### src/rtl/cmp_unit_pipe.sv
// -----------------------------------------------------------------------------
// cmp_unit_pipe
// Two-stage pipelined compare unit for the ALU. One operation per cycle is
// accepted over a valid/ready handshake. Besides the EQ/GT/LT codes it offers
// three-way MIN/MAX with a data result, a running-minimum register (RM) and a
// saturating count of true EQ results.
//
// Optional feature macro: CMP_SIGNED_EN
//   defined   -> A, B and RM compare as two's complement (EQ unaffected),
//                RM initialises to the most positive value (0 then all ones).
//   undefined -> all comparisons unsigned, RM initialises to all ones.
//
// Ports:
//   CLK         clock, rising edge
//   RST         asynchronous active-low reset
//   A, B        operands (DATA_WIDTH)
//   ALU_FUNC    operation select (3)
//   CMP_enable  input valid
//   CMP_ready   input ready (combinational from OUT_READY and CMP_Flag)
//   CMP_OUT     compare code (2)
//   CMP_DATA    data result (DATA_WIDTH)
//   CMP_Flag    output valid
//   OUT_READY   downstream ready
//   MATCH_CNT   saturating count of true EQ results (CNT_WIDTH)
// -----------------------------------------------------------------------------
module cmp_unit_pipe #(
  parameter int DATA_WIDTH = 16,
  parameter int CNT_WIDTH  = 8
) (
  input  logic                  CLK,
  input  logic                  RST,
  input  logic [DATA_WIDTH-1:0] A,
  input  logic [DATA_WIDTH-1:0] B,
  input  logic [2:0]            ALU_FUNC,
  input  logic                  CMP_enable,
  output logic                  CMP_ready,
  output logic [1:0]            CMP_OUT,
  output logic [DATA_WIDTH-1:0] CMP_DATA,
  output logic                  CMP_Flag,
  input  logic                  OUT_READY,
  output logic [CNT_WIDTH-1:0]  MATCH_CNT
);

`ifdef CMP_SIGNED_EN
  localparam logic [DATA_WIDTH-1:0] RM_INIT = {1'b0, {(DATA_WIDTH-1){1'b1}}};
`else
  localparam logic [DATA_WIDTH-1:0] RM_INIT = {DATA_WIDTH{1'b1}};
`endif
  localparam logic [DATA_WIDTH-1:0] DATA_ZERO = {DATA_WIDTH{1'b0}};
  localparam logic [CNT_WIDTH-1:0]  CNT_ZERO  = {CNT_WIDTH{1'b0}};
  localparam logic [CNT_WIDTH-1:0]  CNT_MAX   = {CNT_WIDTH{1'b1}};
  localparam logic [CNT_WIDTH-1:0]  CNT_ONE   = CNT_WIDTH'(1);

  localparam logic [2:0] F_NOP  = 3'b000;
  localparam logic [2:0] F_EQ   = 3'b001;
  localparam logic [2:0] F_GT   = 3'b010;
  localparam logic [2:0] F_LT   = 3'b011;
  localparam logic [2:0] F_MIN  = 3'b100;
  localparam logic [2:0] F_MAX  = 3'b101;
  localparam logic [2:0] F_RMIN = 3'b110;
  localparam logic [2:0] F_CLR  = 3'b111;

  // Ordering used by every magnitude compare; EQ uses plain equality.
  function automatic logic lt_f(input logic [DATA_WIDTH-1:0] x,
                                input logic [DATA_WIDTH-1:0] y);
`ifdef CMP_SIGNED_EN
    return $signed(x) < $signed(y);
`else
    return x < y;
`endif
  endfunction

  // Three-way code: 01 equal, 10 first greater, 11 first smaller.
  function automatic logic [1:0] code3_f(input logic [DATA_WIDTH-1:0] x,
                                         input logic [DATA_WIDTH-1:0] y);
    logic [1:0] c;
    if (x == y) begin
      c = 2'b01;
    end else if (lt_f(x, y)) begin
      c = 2'b11;
    end else begin
      c = 2'b10;
    end
    return c;
  endfunction

  logic                  s1_valid_q;
  logic [DATA_WIDTH-1:0] s1_a_q, s1_b_q;
  logic [2:0]            s1_func_q;
  logic [1:0]            out_q, out_d;
  logic [DATA_WIDTH-1:0] data_q, data_d;
  logic                  flag_q, flag_d;
  logic [DATA_WIDTH-1:0] rm_q, rm_d;
  logic [CNT_WIDTH-1:0]  cnt_q, cnt_d;
  logic                  advance_s;

  // The whole pipe moves only when the output slot is empty or being consumed.
  assign advance_s = !flag_q || OUT_READY;
  assign CMP_ready = advance_s;
  assign CMP_OUT   = out_q;
  assign CMP_DATA  = data_q;
  assign CMP_Flag  = flag_q;
  assign MATCH_CNT = cnt_q;

  // Stage 1: capture the accepted operation.
  always_ff @(posedge CLK or negedge RST) begin
    if (!RST) begin
      s1_valid_q <= 1'b0;
      s1_a_q     <= DATA_ZERO;
      s1_b_q     <= DATA_ZERO;
      s1_func_q  <= F_NOP;
    end else if (advance_s) begin
      s1_valid_q <= CMP_enable;
      if (CMP_enable) begin
        s1_a_q    <= A;
        s1_b_q    <= B;
        s1_func_q <= ALU_FUNC;
      end
    end
  end

  // Stage 2: evaluate the operation and the RM / match-count updates.
  always_comb begin
    out_d  = out_q;
    data_d = data_q;
    flag_d = flag_q;
    rm_d   = rm_q;
    cnt_d  = cnt_q;
    if (advance_s) begin
      // Results default to zero so a bubble leaves clean outputs.
      flag_d = s1_valid_q;
      out_d  = 2'b00;
      data_d = DATA_ZERO;
      if (s1_valid_q) begin
        case (s1_func_q)
          F_NOP: begin
            out_d = 2'b00;
          end
          F_EQ: begin
            if (s1_a_q == s1_b_q) begin
              out_d = 2'b01;
              cnt_d = (cnt_q != CNT_MAX) ? (cnt_q + CNT_ONE) : cnt_q;
            end else begin
              out_d = 2'b00;
            end
          end
          F_GT: begin
            out_d = lt_f(s1_b_q, s1_a_q) ? 2'b10 : 2'b00;
          end
          F_LT: begin
            out_d = lt_f(s1_a_q, s1_b_q) ? 2'b11 : 2'b00;
          end
          F_MIN: begin
            out_d  = code3_f(s1_a_q, s1_b_q);
            data_d = lt_f(s1_a_q, s1_b_q) ? s1_a_q : s1_b_q;
          end
          F_MAX: begin
            out_d  = code3_f(s1_a_q, s1_b_q);
            data_d = lt_f(s1_a_q, s1_b_q) ? s1_b_q : s1_a_q;
          end
          F_RMIN: begin
            // Compare against the RM value left by the previous operation.
            out_d  = code3_f(s1_a_q, rm_q);
            rm_d   = lt_f(s1_a_q, rm_q) ? s1_a_q : rm_q;
            data_d = lt_f(s1_a_q, rm_q) ? s1_a_q : rm_q;
          end
          F_CLR: begin
            rm_d  = RM_INIT;
            cnt_d = CNT_ZERO;
          end
          default: begin
            out_d = 2'b00;
          end
        endcase
      end else begin
        rm_d  = rm_q;
        cnt_d = cnt_q;
      end
    end else begin
      flag_d = flag_q;
    end
  end

  // Stage 2 result and state registers.
  always_ff @(posedge CLK or negedge RST) begin
    if (!RST) begin
      out_q  <= 2'b00;
      data_q <= DATA_ZERO;
      flag_q <= 1'b0;
      rm_q   <= RM_INIT;
      cnt_q  <= CNT_ZERO;
    end else begin
      out_q  <= out_d;
      data_q <= data_d;
      flag_q <= flag_d;
      rm_q   <= rm_d;
      cnt_q  <= cnt_d;
    end
  end

endmodule
### config.mk
export PLATFORM = sky130hd
export DESIGN_NAME = cmp_unit_pipe
export DESIGN_NICKNAME = d
export VERILOG_FILES = /design/src/rtl/cmp_unit_pipe.sv
export SDC_FILE = /design/constraint.sdc
export NUM_CORES = 1
export LEC_CHECK = 0
export BUFFER_PORTS_ARGS = -buffer_cell sky130_fd_sc_hd__buf_2
export CAP_MARGIN = 20
export CORE_ASPECT_RATIO = 1.2
export CORE_UTILIZATION = 35
export CTS_BUF_LIST = sky130_fd_sc_hd__clkbuf_8
export CTS_CLUSTER_DIAMETER = 60
export DETAILED_ROUTE_END_ITERATION = 12
export PLACE_DENSITY = 0.53
export SLEW_MARGIN = 15
export SYNTH_ARGS = -nofsm -noshare
export SYNTH_HDL_FRONTEND = slang
export SYNTH_SLANG_ARGS = --single-unit
### constraint.sdc
create_clock -name CLK -period 2.8 [get_ports CLK]
set_input_delay 0.14 -clock CLK [delete_from_list [all_inputs] [get_ports CLK]]
set_output_delay 0.14 -clock CLK [all_outputs]
set_load 0.03 [all_outputs]
==> flow_summary.yaml <==
clocking:
  root_buffer: "clkbuf_8"
  clkSinkCount: 79
  cts_tree: "yes"
  cts_buffer_depth: 2
  cts_buffers: 9
  h-tree-depth: 3
  worstSkewPairLatency_ns: 0.39
  clk_pin_slew_ns: 0.09
place:
  gp_congestion: 0.826
  port_buffers: 66
  dp_cells: 738
  dp_worst_setup_slack_ns: -0.0368
  dp_hpwl_mm: 9.55
power:
  ir_drop_mv: 0.349
  leakage_nw: 2.90
  power_density_nw_per_um2: 766
  power_mw: 4.86
finish:
  area_delta_synth_final_pct: 33.8
  instances_no_fill: 801
  n_antenna_cell: 0
  multiInputGateArea_um2: 2660
  final_nets: 700
  num-fill-cells: 1296
  drive_above_1_share: 0.348
  regArea_um2: 2000
sta:
  setup_viol: 0
  final.setup_skew_ns: 0.0153
  fin_ws_ns: 0.0436
  report.final.slew_viol_count: 0
  fmax_mhz: 363
  setup_tns_ns: 0
  relSlewSlack: 0.447
  period_minus_slack_ns: 2.76
  worst_pin_slew_ns: 0.813
  finalHoldViolCount: 0
  period_share: 0.984
yosys:
  synth_seq_area_share: 0.421
  yosysMostFrequentCell: "nand2_1"
  ys_types: 53
  netlist_instances: 487
  ys_dominant_reg_cell: "dfrtp_1"
  synth_top_area_share: 0.332
  synth.avg_cell_area_um2: 9.74
  syn-cell-area_um2: 4750
  syn-num-nets: 559
  synth_common_cells: "nand2_1 (82), dfrtp_1 (63), mux2_2 (42)"
  synthTopCellsByArea: "dfrtp_1 (33%), mux2_2 (10%), dfstp_2 (8.9%)"
  ys_async_sr_fraction: 1.00
  synth_edf_count: 0
  ys_ff_latch: 79
  yosysWarnings: 0
  yosysTopAreaCell: "dfrtp_1"
detailed_routing:
  drt-pass1-iter-count: 4
  drt_wl_total_mm: 14.1
  ant_nets: 0
  vias_per_cell: 5.30
  drc: 0
  vias: 4249
  wl_per_cell_um: 17.6
  drt-initial-drc-count: 159
global_route:
  grt_max_degree: 80
  grt_pass1_wl_mm: 21.8
  grt_pass1_vias: 4173
  gr-total-overflow: 0
  grt_usage: 0.207
  antenna_found_initial: 0
floorplanning:
  dieArea_um2: 14000
  core_um2: 13200
  die_y_um: 130
  ios: 67
  die_w_um: 108
  floorplan.initialDensity: 0.359
  fp-row-count: 46
critical_path:
  cp-start-kind: "flip-flop"
  cp-end-kind: "flip-flop"
  critPathMaxFanout: 7
  worstPathRequired_ns: 3.12
  worstSetupPathType: "flip-flop to flip-flop"
  cp.arrival_ns: 3.08
job:
  max_cap_violations: 0
outcome:
  outcome: "finished, final reports clean"
hold_path:
  worstHoldPathType: "input pin to flip-flop"
==> metrics by stage <==
stage / instance area [um^2] / hold slack, ns / util
3_5_place_dp: 5530 / 0.375 / 0.418
2_1_floorplan: 4750 / -0.156 / -
3_3_place_gp: 5530 / 0.372 / 0.418
5_1_grt: 6350 / 0.183 / 0.480
4_1_cts: 6050 / 0.117 / 0.457
6_report: 6350 / 0.124 / 0.480
==> flip-flops by register name, summed over array words and instances (netlist names) <==
name and count:
CMP_Flag 1, s1_func_q 3, s1_valid_q 1, CMP_OUT 2, CMP_DATA 16, MATCH_CNT 8, s1_a_q 16, s1_b_q 16
rm_q 16
==> report_power, final <==
| group | internal (mW) | switching, mW | leakage, nW | total [mW] |
|---|---|---|---|---|
| clock | 0.303 | 0.430 | 0.0992 | 0.733 |
| sequential | 1.46 | 0.237 | 0.954 | 1.69 |
| combinational | 1.20 | 1.24 | 1.85 | 2.44 |
| total | 2.96 | 1.90 | 2.90 | 4.86 |
==> path summary, 6_finish.rpt <==
check,from,end,slack [ns],depth (start not counted)
worst max-delay path,rm_q[8]$_DFFE_PN1P_,rm_q[2]$_DFFE_PN1P_,0.04,11
worst min-delay path,OUT_READY,CMP_Flag$_DFFE_PN0N_,0.12,4
worst max register to register,rm_q[8]$_DFFE_PN1P_,rm_q[2]$_DFFE_PN1P_,0.04,11
worst min register to register,s1_b_q[8]$_DFFE_PN0P_,s1_b_q[8]$_DFFE_PN0P_,0.51,1
max in group asynchronous,RST,rm_q[1]$_DFFE_PN1P_,1.84,3
min in group asynchronous,RST,s1_a_q[5]$_DFFE_PN0P_,0.29,2
==> layout by cell type (no fill, tap or decap), drive strengths merged, types with 4 or more instances in the layout <==
master	netlist	layout
a211o	12	12
a21oi	18	18
a311oi	11	11
a31oi	4	4
and2	4	4
and3	4	4
buf	9	118
clkbuf	17	11
dfrtp	63	63
dfstp	16	16
dlygate4sd3	0	36
ha	33	33
inv	35	40
mux2	42	42
mux2i	12	12
nand2	82	82
nand2b	4	4
nand3	4	4
nand4	12	12
nor2	23	23
nor4	13	13
o2111ai	5	5
o21ai	13	13
o22a	4	4
o31ai	11	11
or3	7	7
==> layout make-up <==
| cell class | count | area share |
|---|---|---|
| tap | 168 | 0.0331 |
| multi-input combinational | 346 | 0.419 |
| inverter | 36 | 0.0213 |
| sequential | 79 | 0.315 |
| clock inverter | 7 | 0.00453 |
| timing repair buffer | 156 | 0.188 |
| clock buffer | 9 | 0.0195 |
==> critical path, cell delays in order (launching register included) <==
cell and delay [ns]:
dfstp_2 0.55, inv_1 0.08, ha_4 0.21, nand4_1 0.16, nor4_2 0.07, buf_4 0.13, a21boi_0 0.13, buf_4 0.15
or3b_4 0.45, buf_12 0.17, or3_4 0.39, o22a_1 0.22
==> logic make-up after synthesis <==
logic type,Yosys count,synth area share
and+or+nand+nor,167,0.171
AOI/OAI and AO/OA,89,0.137
DFF,79,0.421
buffers and inverters,62,0.0540
muxes,54,0.125
adders and majority gates,33,0.0870
xor gates and xnor gates,3,0.00554
==> layer usage <==
metal	part of all wire	up-vias	global-route usage
met4	0.022	0	0.0795
met1	0.43	2089	0.254
met2	0.50	102	0.360
met5	0	-	0
met3	0.048	25	0.0377
li1	-	2033	-
==> repair_timing <==
item / 4_1_cts / 5_1_grt
hold endpoints to repair: 90 / 0
hold buffers: 36 / 0
buffers inserted: 0 / 8
pin swaps: 0 / 12
cloned: 0 / 2
resized for setup: 2 / 25
endpoints found under the setup margin: 5 / 33
(Power assumes the default switching activity.)
